$ cat src/rtl/img_mem_arbiter.sv
// img_mem_arbiter: shares one single-port synchronous image memory between the
// display scanner and a host pixel writer. The scanner always wins. Because the
// scanner repeats each pixel horizontally, a read of the same address as the
// previous cycle is answered from the held output pixel. That frees the memory
// slot so a posted write can be committed instead.
module img_mem_arbiter #(
    parameter int AW            = 17,
    parameter int DW            = 24,
    parameter int FIFO_DEPTH    = 4,
    parameter int WR_BLANK_ONLY = 0
) (
    input  logic          clk,
    input  logic          rst,
    input  logic          scan_req,
    input  logic [AW-1:0] scan_addr,
    output logic          pix_valid,
    output logic [DW-1:0] pix_data,
    input  logic          wr_valid,
    output logic          wr_ready,
    input  logic [AW-1:0] wr_addr,
    input  logic [DW-1:0] wr_data,
    output logic          mem_en,
    output logic          mem_we,
    output logic [AW-1:0] mem_addr,
    output logic [DW-1:0] mem_wdata,
    input  logic [DW-1:0] mem_rdata
);
    localparam int   PW           = $clog2(FIFO_DEPTH);
    localparam logic ALLOW_HIT_WR = (WR_BLANK_ONLY == 0);

    // Posted-write FIFO storage. The pointers carry one extra wrap bit.
    logic [AW-1:0] r_fifo_addr [FIFO_DEPTH];
    logic [DW-1:0] r_fifo_data [FIFO_DEPTH];
    logic [PW:0]   r_wr_ptr;
    logic [PW:0]   r_rd_ptr;
    logic          r_wr_ready;

    // Repeat-detection state: the previous scan request and its address.
    logic          r_prev_req;
    logic [AW-1:0] r_prev_addr;
    logic          r_hold_ok;

    // Read pipeline tags. "miss" marks requests that really read the memory.
    logic          r_s1_req;
    logic          r_s1_miss;
    logic          r_s2_req;
    logic          r_s2_miss;

    logic          r_mem_en;
    logic          r_mem_we;
    logic [AW-1:0] r_mem_addr;
    logic [DW-1:0] r_mem_wdata;
    logic          r_pix_valid;
    logic [DW-1:0] r_pix_data;

    logic          w_empty;
    logic          w_push;
    logic          w_hit;
    logic          w_miss;
    logic          w_free;
    logic          w_grant;
    logic [AW-1:0] w_head_addr;
    logic [DW-1:0] w_head_data;
    logic [PW:0]   w_wr_ptr_next;
    logic [PW:0]   w_rd_ptr_next;
    logic          w_full_next;

    assign w_empty     = (r_wr_ptr == r_rd_ptr);
    assign w_push      = wr_valid & r_wr_ready;
    assign w_hit       = scan_req & r_prev_req & (scan_addr == r_prev_addr) & r_hold_ok;
    assign w_miss      = scan_req & ~w_hit;
    assign w_free      = ~scan_req | (w_hit & ALLOW_HIT_WR);
    assign w_grant     = w_free & ~w_empty;
    assign w_head_addr = r_fifo_addr[r_rd_ptr[PW-1:0]];
    assign w_head_data = r_fifo_data[r_rd_ptr[PW-1:0]];

    assign w_wr_ptr_next = r_wr_ptr + {{PW{1'b0}}, w_push};
    assign w_rd_ptr_next = r_rd_ptr + {{PW{1'b0}}, w_grant};
    assign w_full_next   = (w_wr_ptr_next[PW-1:0] == w_rd_ptr_next[PW-1:0]) &
                           (w_wr_ptr_next[PW] != w_rd_ptr_next[PW]);

    // FIFO payload write. Storage needs no reset because the pointers define validity.
    always_ff @(posedge clk) begin
        if (w_push) begin
            r_fifo_addr[r_wr_ptr[PW-1:0]] <= wr_addr;
            r_fifo_data[r_wr_ptr[PW-1:0]] <= wr_data;
        end
    end

    // FIFO pointers and registered ready. There is no pop-to-push bypass.
    always_ff @(posedge clk or posedge rst) begin
        if (rst) begin
            r_wr_ptr   <= '0;
            r_rd_ptr   <= '0;
            r_wr_ready <= 1'b0;
        end else begin
            r_wr_ptr   <= w_wr_ptr_next;
            r_rd_ptr   <= w_rd_ptr_next;
            r_wr_ready <= ~w_full_next;
        end
    end

    // Repeat tracking. The hold is dropped when a granted write hits the held address.
    always_ff @(posedge clk or posedge rst) begin
        if (rst) begin
            r_prev_req  <= 1'b0;
            r_prev_addr <= '0;
            r_hold_ok   <= 1'b0;
        end else begin
            r_prev_req  <= scan_req;
            r_prev_addr <= scan_addr;
            r_hold_ok   <= scan_req & ~(w_grant & (w_head_addr == r_prev_addr));
        end
    end

    // Memory command stage: a scan miss reads, a free slot commits the FIFO head.
    always_ff @(posedge clk or posedge rst) begin
        if (rst) begin
            r_mem_en    <= 1'b0;
            r_mem_we    <= 1'b0;
            r_mem_addr  <= '0;
            r_mem_wdata <= '0;
        end else if (w_grant) begin
            r_mem_en    <= 1'b1;
            r_mem_we    <= 1'b1;
            r_mem_addr  <= w_head_addr;
            r_mem_wdata <= w_head_data;
        end else begin
            r_mem_en <= w_miss;
            r_mem_we <= 1'b0;
            if (w_miss) begin
                r_mem_addr <= scan_addr;
            end
        end
    end

    // Fixed 3-cycle return path. On a hit, pix_data simply keeps the repeated pixel.
    always_ff @(posedge clk or posedge rst) begin
        if (rst) begin
            r_s1_req    <= 1'b0;
            r_s1_miss   <= 1'b0;
            r_s2_req    <= 1'b0;
            r_s2_miss   <= 1'b0;
            r_pix_valid <= 1'b0;
            r_pix_data  <= '0;
        end else begin
            r_s1_req    <= scan_req;
            r_s1_miss   <= w_miss;
            r_s2_req    <= r_s1_req;
            r_s2_miss   <= r_s1_miss;
            r_pix_valid <= r_s2_req;
            if (r_s2_miss) begin
                r_pix_data <= mem_rdata;
            end
        end
    end

    assign wr_ready  = r_wr_ready;
    assign mem_en    = r_mem_en;
    assign mem_we    = r_mem_we;
    assign mem_addr  = r_mem_addr;
    assign mem_wdata = r_mem_wdata;
    assign pix_valid = r_pix_valid;
    assign pix_data  = r_pix_data;

endmodule

$ cat config.mk
export PLATFORM = sky130hd
export DESIGN_NAME = img_mem_arbiter
export DESIGN_NICKNAME = d
export VERILOG_FILES = /design/src/rtl/img_mem_arbiter.sv
export SDC_FILE = /design/constraint.sdc
export NUM_CORES = 1
export LEC_CHECK = 0
export BUFFER_PORTS_ARGS = -buffer_cell sky130_fd_sc_hd__buf_4
export CORE_MARGIN = 3
export CORE_UTILIZATION = 30
export DETAILED_ROUTE_END_ITERATION = 8
export PLACE_DENSITY = 0.58
export RECOVER_POWER = 100
export SYNTH_ARGS = -nofsm -noshare
export SYNTH_HDL_FRONTEND = slang
export SYNTH_SLANG_ARGS = --single-unit
$ cat constraint.sdc
create_clock -name clk -period 11.55 [get_ports clk]
set_input_delay 0.5775 -clock clk [delete_from_list [all_inputs] [get_ports clk]]
set_output_delay 0.5775 -clock clk [all_outputs]
set_load 0.01 [all_outputs]
Word level (Yosys, flattened, before mapping)
Memories as Yosys holds them, arrays and structs flattened. A register that Yosys moved wholly into a read port is not among the register bits. Index checks and enable logic that the tools add are counted. W data, S select, Z words.

Bits in registers: 73. Memory bits (writable): 164. Input port bits: 86. Output and inout bits: 69. Word-level logic and storage cells: 45. Memories: 2.

Memory list: r_fifo_data (words 4, bits a word 24, rd ports 1, clocked after Yosys merged registers in 1, wr ports 1, RTL line 33) `logic [DW-1:0] r_fifo_data [FIFO_DEPTH];`; r_fifo_addr (words 4, bits a word 17, rd ports 1, clocked after Yosys merged registers in 0, wr ports 1, RTL line 32) `logic [AW-1:0] r_fifo_addr [FIFO_DEPTH];`.

Add/subtract/negate cells: 2. Eq/ne operators: 5. Mux-type cells: 6. Bitwise gates (word level): 15. Reduce and logical (&&, ||, !) cells: 1.

Operators by type and width (number): $eq A17 B17 Y1 (2); $mux W17 (2); $and A1 B1 Y1 (9); $add A3 B1 Y3 (2); $not A1 Y1 (5); $mux W1 (4); $eq A3 B3 Y1 (1); $eq A2 B2 Y1 (1); $reduce_bool A2 Y1 (1); $ne A1 B1 Y1 (1); $or A1 B1 Y1 (1).

Logic depth before layout (Yosys ltp)
Gate-level depths: netlist of run 1.

Depth after elaboration: 9. Depth in mapped cells: 13. Mapped depth without buffers: 10.

Worst setup path before layout of run 1
Ideal clock, no wire load.

Path type: input port to flip-flop. From: in wr_valid. To: mem r_fifo_addr[2][0] (enable). Library setup time: 0.499 ns. Arrival: 3.724 ns. Required time: 11.051 ns. Path slack: 7.327 ns. Cell stages on the path: 2. Path buffers: 0. Cell sequence: nand2_1 nor3b_1.

Word-level cells in the longest chain between the ends: 3.

Ends and longest elaborated chain: start, declared (RTL line 18) `input logic wr_valid,`; $and A1 B1 Y1 (RTL line 69) `assign w_push = wr_valid & r_wr_ready;`; $mux W1 (RTL line 84) `if (w_push) begin`; $mux W1 (implied by the code) (RTL line 85) `r_fifo_addr[r_wr_ptr[PW-1:0]] <= wr_addr;`; end, declared (RTL line 32).

No other way between the ends.

Worst setup path after layout of run 1
From: reg r_rd_ptr[0]. To: reg r_wr_ready, in the netlist wr_ready.

Word-level cells in the longest chain between the ends: 7. Elaborated cells between the ends (all ways): 8. Classes of those cells: add/sub (1); eq/ne (3); bitwise (4).

Ends and longest elaborated chain: start, declared (RTL line 35) `logic [PW:0] r_rd_ptr;`; start signal, assigned (RTL line 98) `r_rd_ptr <= w_rd_ptr_next;`; $eq A3 B3 Y1 (RTL line 68) `assign w_empty = (r_wr_ptr == r_rd_ptr);`; $not A1 Y1 (RTL line 73) `assign w_grant = w_free & ~w_empty;`; $and A1 B1 Y1 (RTL line 73); net w_grant (RTL line 61) `logic w_grant;`; $add A3 B1 Y3 (RTL line 78) `assign w_rd_ptr_next = r_rd_ptr + {{PW{1'b0}}, w_grant};`; net w_rd_ptr_next[2] (RTL line 65) `logic [PW:0] w_rd_ptr_next;`; $ne A1 B1 Y1 (RTL line 80) `(w_wr_ptr_next[PW] != w_rd_ptr_next[PW]);`; $and A1 B1 Y1 (RTL line 79) `assign w_full_next = (w_wr_ptr_next[PW-1:0] == w_rd_ptr_next[PW-1:0]) &`; $not A1 Y1 (RTL line 99) `r_wr_ready <= ~w_full_next;`; end signal, assigned (RTL line 99); end, declared (RTL line 36) `logic r_wr_ready;`.

The timed path passes the listed nets, and every way through them passes these cells. A chain may end at the register's enable or synchronous reset.

==> impl_metrics.yaml, run 1 <==
floorplan:
  num_rows: 66
  pin_count: 155
  floorplan.die.height_um: 188
  floorplan.initialDensity: 0.305
  die_area_mm2: 0.0354
  design.core.area_mm2: 0.0326
  die_w_um: 188
critical_path:
  start_kind: "flip-flop"
  worst-endpoint-required_ns: 11.94
  worst_setup_path_end_kind: "flip-flop"
  ff2ff_setup_slack_ns: 5.22
  critical_path_class: "flip-flop to flip-flop"
  worst-endpoint-arrival_ns: 6.72
  rr_worst_depth: 10
  critPathMaxFanout: 43
clock_network:
  h-tree-depth: 1
  clock_insertion_delay_worst_skew_ns: 0.51
  clkSinkCount: 261
  numCtsBuffers: 27
  tritoncts_clock_tree: "yes"
  clock-root-buffer: "clkbuf_16"
  cts.path.max_buffers: 3
  path_clk_slew_ns: 0.06
sta:
  final_hold_fails: 0
  final.hold.worst_slack_ns: 0.217
  setup_repair_after_global_routing_missed_its_margin: "false"
  slew_headroom: -2.01
  final_period_demand_of_the_worst_path_ns: 6.33
  tightestPinTransition_ns: 4.52
  final_min_period_over_clock_period: 0.548
  max_freq_mhz: 158
  setup-tns-final_ns: 0
  maxSlewViolCount: 214
  finalSetupViolCount: 0
  clock-skew-final_ns: 0.00867
finish:
  layout.cells.most_common: "edfxtp_1"
  fin_area_mm2: 0.0119
  syn_to_final_growth_pct: 19.5
  filler_cell_count: 3137
  layout_common_cells: "edfxtp_1 (164), clkbuf_1 (147), dfrtp_1 (95), mux2_2 (81), mux4_2 (34)"
  drive_gt1_frac: 0.266
  layout.cells.non_filler: 1111
  finalNetCount: 740
  antennaDiodeCount: 0
synthesis:
  yosys.cell_types.count: 27
  ys_seq_area_frac: 0.739
  ys_seq_elements: 261
  ys.warnings.count: 0
  postSynthCellCount: 477
  synth_fp_nets: 567
  syn-mean-instance-area_um2: 20.9
  synthesis.area_mm2: 0.00995
placed_design:
  detailed_place_hpwl_um: 13800
  portBuffers: 154
  placed_area_mm2: 0.0116
  finalWeightedCongestion: 0.752
  place_inst: 1062
grt:
  first_global_vias: 5295
  globalRoute.totalOverflow: 0
  grt_pass1_wl_um: 32000
  grt_use_total: 0.116
  maximum_number_of_pins_on_one_net_before_global_route_repair: 81
  grt_antenna_before_repair: 2
power_and_ir_drop:
  p_leak_uw: 0.00416
  power_density_mw_per_mm2: 247
  power.ir.vdd_worst_mv: 0.157
worst_hold_path:
  worst_hold_path.num_cells: 1
  hold_path.class: "input port to flip-flop"
route:
  totalWireLength_um: 20800
  drc: 0
  ant_nets: 0
  wl_per_cell_um: 18.7
  avgViaCountPerCell: 4.41
  detail_route.first_pass.iterations: 4
  dr_total_vias: 4895
  dr.first_iter.drc_count: 243
run_status:
  status: "finished, violations left"
  failing_checks: "capacitance limit, slew limit"
job:
  cap_violations: 6
worst max-delay path, cell delays in order (launching register included):
cell	delay [ns]
dfrtp_4	0.99
xnor2_1	0.19
nand3_1	0.76
nand3_1	0.36
a2bb2oi_1	2.39
inv_1	0.25
ha_1	0.35
ha_1	0.18
xor2_1	0.22
xnor2_1	0.12
or3_1	0.37
cell type report:
cell class	count	area (um2)	area share
multi-input combinational	193	2450	0.206
clock buffer	43	766	0.0644
clock inverter	5	20.0	0.00168
tap	442	553	0.0465
inverter	5	20.0	0.00168
timing repair buffer	162	716	0.0602
sequential	261	7360	0.619
stage by stage:
stage,total power [uW],setup WS (ns),util
floorplan,1940,7.33,-
global placement,2250,6.99,0.357
detailed placement,2290,6.72,0.357
CTS,3070,6.70,0.381
global route,3100,4.26,0.364
finish,2930,5.22,0.364
synth_stat cells:
cell type  instances  area (um2)
edfxtp_1         164        4920
dfrtp_1           97        2430
mux2_2            82         923
mux4_2            34         766
xor2_1            28         245
xnor2_1           14         123
clkbuf_1           8        30.0
mux4_1             7         184
inv_1              5        18.8
buf_2              4        20.0
ha_1               4        50.1
nand3_1            4        20.0
nor4_1             4        25.0
buf_4              3        22.5
and3_1             2        12.5
buf_6              2        22.5
nand2_1            2        7.51
nand4_1            2        12.5
nor3b_1            2        15.0
nor4_2             2        25.0
a2bb2oi_2          1        15.0
buf_12             1        20.0
nand2b_1           1        6.26
nor3_1             1        5.00
o21ai_2            1        8.76
o41a_1             1        11.3
or3_1              1        6.26
cells by family (layout without fill, tap and decap cells):
family          count (synthesis)  count (layout)  share of synthesized area
compound gates                  3               3                    0.00352
xor+xnor                       42              42                     0.0370
fa+ha+maj                       4               4                    0.00503
buf+inv                        23             215                     0.0135
flops                         261             261                      0.739
mux                           123             123                      0.188
simple gates                   21              21                     0.0136
power breakdown:
group          internal [uW]  switching (uW)
combinational            403             394
sequential              1230             130
clock                    449             326
worst paths after layout:
path	from	endpoint
setup / recovery	r_rd_ptr[0]	wr_ready
hold / removal	scan_addr[6]	r_prev_addr[6]
setup reg to reg	r_rd_ptr[0]	wr_ready
min in group asynchronous	rst	pix_data[10]
max in group asynchronous	rst	r_rd_ptr[0]
hold reg to reg	r_s1_miss	r_s2_miss
repair_timing:
item / CTS / global route
hold buffers: 1 / 0
hold endpoints to repair: 17 / 0
setup buffers: 0 / 0
gates resized for setup: 0 / 0
metal layers:
metal | vias to the layer above | share of wire | wire, um | global-route usage
met4 | 4 | 0.017 | 345 | 0.0216
met2 | 136 | 0.49 | 10200 | 0.196
met5 | - | 0.0016 | 34 | 0
met1 | 2519 | 0.43 | 8960 | 0.154
li1 | 2204 | - | - | -
met3 | 32 | 0.063 | 1320 | 0.0294
registers in the layout, indices dropped and copies added (netlist names), 3 cells and up:
register     flops
r_wr_ptr         3
r_rd_ptr         3
r_fifo_addr     68
mem_wdata       24
r_prev_addr     17
r_fifo_data     96
pix_data        24
mem_addr        17
(Power assumes the default switching activity.)
==> run 2, diff against run 1 <==
- clock period: 11.55 -> 6.17 ns (I/O delays scaled with it)
==> run 2 against run 1 <==
Against the previous run:
- the run still ends with capacitance limit, slew limit left
- die area unchanged
- critical path type unchanged
- flip-flop and latch count unchanged
- sequential share of layout area decreased by 4.7 points
- highest routed layer unchanged
- via count increased by 6.9%
==> impl_metrics.yaml, run 2 (same netlist as run 1, synthesis figures left out) <==
run_status:
  status: "finished, violations left"
  failing_checks: "capacitance limit, slew limit"
clock_network:
  post_cts_resized: 0
  clock_insertion_delay_worst_skew_ns: 0.53
  tritoncts_clock_tree: "yes"
  numCtsBuffers: 28
  post_cts.repair.setup_buffers: 0
  clock-root-buffer: "clkbuf_16"
  clkSinkCount: 261
  path_clk_slew_ns: 0.06
  cts.path.max_buffers: 3
  postCtsHoldBufs: 78
  h-tree-depth: 1
grt:
  grt_use_total: 0.122
  maximum_number_of_pins_on_one_net_before_global_route_repair: 81
  globalRoute.totalOverflow: 0
  first_global_vias: 5808
  grt_antenna_before_repair: 1
  grt_pass1_wl_um: 33800
critical_path:
  regToRegStartpoint: "r_rd_ptr[0]"
  start_kind: "flip-flop"
  rr_worst_depth: 6
  worst-endpoint-required_ns: 6.59
  critical_path.reg2reg.endpoint: "mem_wdata[13]"
  critical_path_class: "flip-flop to flip-flop"
  critPathMaxFanout: 43
  worst_setup_path_end_kind: "flip-flop"
  worst-endpoint-arrival_ns: 4.84
  ff2ff_setup_slack_ns: 1.74
finish:
  layout.cells.non_filler: 1193
  layout_common_cells: "edfxtp_1 (164), clkbuf_1 (138), dfrtp_1 (95), mux2_2 (82), dlygate4sd3_1 (80)"
  largest_reg_flops: 96
  antennaDiodeCount: 0
  finalNetCount: 821
  layout.cells.most_common: "edfxtp_1"
  drive_gt1_frac: 0.256
  filler_cell_count: 3003
  syn_to_final_growth_pct: 29.3
route:
  wl_per_cell_um: 18.4
  drc: 0
  detail_route.first_pass.iterations: 6
  dr_total_vias: 5234
  totalWireLength_um: 21900
  dr.first_iter.drc_count: 218
  avgViaCountPerCell: 4.39
  ant_nets: 0
power_and_ir_drop:
  power.ir.vdd_worst_mv: 0.269
  post-layout-total-power_uw: 5820
  p_leak_uw: 0.00457
  power_density_mw_per_mm2: 452
sta:
  max_freq_mhz: 226
  finalSetupViolCount: 0
  tightestPinTransition_ns: 2.75
  maxSlewViolCount: 259
  setup_repair_after_global_routing_missed_its_margin: "false"
  clock-skew-final_ns: 0.0104
  setup-tns-final_ns: 0
  final_period_demand_of_the_worst_path_ns: 4.43
  final_min_period_over_clock_period: 0.718
  final_hold_fails: 0
  slew_headroom: -0.855
floorplan:
  die_w_um: 188
  floorplan.die.height_um: 188
  pin_count: 155
  num_rows: 66
  die_area_mm2: 0.0354
  floorplan.initialDensity: 0.305
  design.core.area_mm2: 0.0326
job:
  cap_violations: 8
placed_design:
  place_inst: 1063
  finalWeightedCongestion: 0.769
  detailed_place_hpwl_um: 13800
  portBuffers: 154
worst_hold_path:
  worst_hold_path.num_cells: 2
  timing.hold.worst_endpoint: "pix_data[2]"
  hold_path.class: "input port to flip-flop"
  timing.hold.worst.start: "mem_rdata[2]"
-- run 2: worst max-delay path by stage --
stage                           start  depth (start not counted)  slack [ns]                 to
after detailed placement  r_rd_ptr[0]                         10        2.17           wr_ready
after global placement    r_rd_ptr[0]                         10        2.33           wr_ready
final                     r_rd_ptr[0]                          6        1.74      mem_wdata[13]
after CTS                 r_rd_ptr[0]                         10        2.16           wr_ready
after global routing      r_rd_ptr[0]                          6        1.33      mem_wdata[13]
after floorplan              wr_ready                          2        2.13  r_fifo_addr[2][0]
-- run 2: area by class of cell --
type,count,area (um2),area share
sequential,261,7360,0.572
multi-input combinational,193,2450,0.191
timing repair buffer,242,1510,0.118
clock buffer,32,716,0.0556
tap,442,553,0.0430
clock inverter,18,253,0.0197
inverter,5,20.0,0.00156
-- run 2: per-stage QoR --
stage / utilization / setup slack [ns] / instance area [um2] / hold WS (ns)
after floorplan: - / 2.13 / 9950 / 0.331
after global placement: 0.357 / 2.33 / 11600 / 0.253
after detailed placement: 0.357 / 2.17 / 11600 / 0.264
after CTS: 0.410 / 2.16 / 13400 / 0.00000622
after global routing: 0.394 / 1.33 / 12900 / 0.00348
final: 0.394 / 1.74 / 12900 / 0.0237
-- run 2: per-layer routing --
layer	global-route usage	routed length, um	part of all wire
met5	0	13	0.00059
met4	0.0263	397	0.018
met3	0.0256	1130	0.052
met2	0.211	10800	0.49
met1	0.160	9600	0.44
-- run 2: worst max-delay path, stage by stage (launching register included) --
cell and delay, ns:
dfrtp_4 0.99, xnor2_1 0.20, nand3_1 0.78, nand3_1 0.36, a2bb2oi_1 0.21, clkbuf_1 1.28, mux2_2 0.44
-- run 2: report_power, final --
part	internal (uW)	total [uW]	switching (uW)
combinational	785	1540	753
sequential	2300	2540	239
clock	1080	1740	664
==> run 3, diff against run 2 <==
- PLACE_DENSITY: 0.58 -> 0.59
- clock period: 6.17 -> 3.9 ns (I/O delays scaled with it)
==> run 3 against run 2 <==
Against the previous run:
- the run still ends with capacitance limit, slew limit left
- largest cell class unchanged
- core utilization hardly changed
- clock power is 47% higher
- worst hold slack better by 0.12 ns
- flip-flop and latch count stayed put
- clock skew is 0.0023 ns lower
==> impl_metrics.yaml, run 3 (same netlist as run 1, synthesis figures left out) <==
run_status:
  status: "finished, violations left"
  failing_checks: "capacitance limit, slew limit"
floorplan:
  die_w_um: 188
  num_rows: 66
  design.core.area_mm2: 0.0326
  pin_count: 155
  floorplan.die.height_um: 188
  floorplan.initialDensity: 0.305
  die_area_mm2: 0.0354
critical_path:
  start_kind: "flip-flop"
  ff2ff_setup_slack_ns: 0.44
  rr_worst_depth: 11
  worst-endpoint-arrival_ns: 3.87
  regToRegStartpoint: "r_wr_ptr[0]"
  worst-endpoint-required_ns: 4.31
  critical_path.reg2reg.endpoint: "wr_ready"
  critPathMaxFanout: 26
  worst_setup_path_end_kind: "flip-flop"
  critical_path_class: "flip-flop to flip-flop"
finish:
  layout_common_cells: "edfxtp_1 (164), clkbuf_1 (143), dfrtp_1 (95), dlygate4sd3_1 (84), mux2_2 (82)"
  largest_reg_flops: 96
  fin_area_mm2: 0.0129
  antennaDiodeCount: 0
  finalNetCount: 831
  drive_gt1_frac: 0.250
  layout.cells.most_common: "edfxtp_1"
  multiInputGateArea_mm2: 0.00247
  syn_to_final_growth_pct: 29.3
  sequential_cell_area_mm2: 0.00735
  final_core_util: 0.394
  filler_cell_count: 3088
grt:
  maximum_number_of_pins_on_one_net_before_global_route_repair: 52
  grt_antenna_before_repair: 0
  grt_use_total: 0.128
  grt_use_met3: 0.0251
  global_route.usage.met1: 0.172
  first_global_vias: 5909
  globalRoute.totalOverflow: 0
  gr-max-usage-layer: "met2"
  grt_pass1_wl_um: 35300
  grtUsageMet2: 0.218
sta:
  max_freq_mhz: 289
  setup-tns-final_ns: 0
  slew_headroom: -0.633
  final.hold.worst_slack_ns: 0.147
  final_hold_fails: 0
  final_min_period_over_clock_period: 0.887
  maxSlewViolCount: 152
  tightestPinTransition_ns: 2.44
  final_period_demand_of_the_worst_path_ns: 3.46
  clock-skew-final_ns: 0.00807
  setup_repair_after_global_routing_missed_its_margin: "false"
  finalSetupViolCount: 0
placed_design:
  placed_area_mm2: 0.0117
  portBuffers: 154
  finalWeightedCongestion: 0.706
  detailed_place_hpwl_um: 14300
power_and_ir_drop:
  combinational_share_of_power: 0.289
  power.ir.vdd_worst_mv: 0.397
  pwr-share-seq: 0.429
  net-switching-power_uw: 2660
  sw_frac_of_total: 0.294
  power.internal_uw: 6370
  p_leak_uw: 0.00458
  power_density_mw_per_mm2: 702
  share_clk_of_total_power: 0.282
  post-layout-total-power_uw: 9030
route:
  avgViaCountPerCell: 4.43
  drc: 0
  dr.first_iter.drc_count: 193
  ant_nets: 0
  detail_route.first_pass.iterations: 4
  wl_per_cell_um: 18.8
  dr_total_vias: 5343
  totalWireLength_um: 22700
clock_network:
  post_cts.repair.setup_buffers: 0
  post_cts_resized: 0
  h-tree-depth: 1
  clock_insertion_delay_worst_skew_ns: 0.53
  clkSinkCount: 261
  tritoncts_clock_tree: "yes"
  path_clk_slew_ns: 0.06
  clock-root-buffer: "clkbuf_16"
  cts.path.max_buffers: 3
  numCtsBuffers: 28
worst_hold_path:
  timing.hold.worst.start: "wr_valid"
  hold_path.class: "input port to flip-flop"
  timing.hold.worst_endpoint: "r_wr_ptr[0]"
  worst_hold_path.num_cells: 4
job:
  cap_violations: 7
## run 3: cell types whose count changed in the layout (fill, tap and decap cells not counted), moves of 2 or more
cell | before | now
bufinv_16 | 6 | 2
clkinvlp_2 | 3 | 1
dlygate4sd3_1 | 80 | 84
clkbuf_1 | 138 | 143
clkinv_4 | 0 | 2
clkinv_1 | 3 | 8
clkinv_2 | 4 | 6
## run 3: how the worst max path moves through the flow
| stage | slack (ns) | start | to |
|---|---|---|---|
| after floorplan | -0.14 | wr_ready | r_fifo_addr[2][0] |
| after global placement | 0.59 | r_wr_ptr[0] | wr_ready |
| final | 0.44 | r_wr_ptr[0] | wr_ready |
| after detailed placement | 0.45 | r_wr_ptr[0] | wr_ready |
| after global routing | 0.16 | r_prev_addr[4] | mem_addr[3] |
| after CTS | 0.44 | r_wr_ptr[0] | wr_ready |
## run 3: repair_timing
action | 4_1_cts | 5_1_grt
setup endpoints to repair | 0 | 0
hold buffers | 84 | 0
hold endpoints to repair | 273 | 0
## run 3: power by group through the flow
| stage | Clock, uW | Combinational (uW) | Sequential, uW |
|---|---|---|---|
| finish | 2550 | 2610 | 3880 |
| CTS | 2640 | 2950 | 3880 |
| floorplan | 0 | 1730 | 4000 |
| global route | 2740 | 2850 | 3950 |
| global placement | 0 | 2850 | 3920 |
| detailed placement | 0 | 2870 | 3930 |
## run 3: cell type report
type,count,share of cell area
clock buffers,33,0.0576
clock inverters,19,0.0113
inverters,5,0.00156
multi-input cells,193,0.192
flip-flops and latches,261,0.572
well taps,442,0.0430
repair buffers,252,0.123
## run 3: critical path: stages, from the launching register on
cell and delay (ns):
dfrtp_1 0.43, xnor2_1 0.18, nand3_1 0.21, clkbuf_1 0.30, nand3_1 0.21, a2bb2oi_4 0.77, inv_1 0.16, ha_1 0.24
ha_1 0.19, xor2_1 0.19, xnor2_1 0.10, or3_1 0.36
## run 3: metrics by stage
step	cells	setup WS (ns)
floorplan	477	-0.143
global placement	1069	0.590
detailed placement	1069	0.448
CTS	1205	0.435
global route	1205	0.159
finish	1205	0.441
## run 3: per-layer routing
metal / part of all wire / routed length [um]
met5: 0 / 0
met4: 0.019 / 434
met3: 0.046 / 1050
met2: 0.50 / 11300
met1: 0.44 / 9960
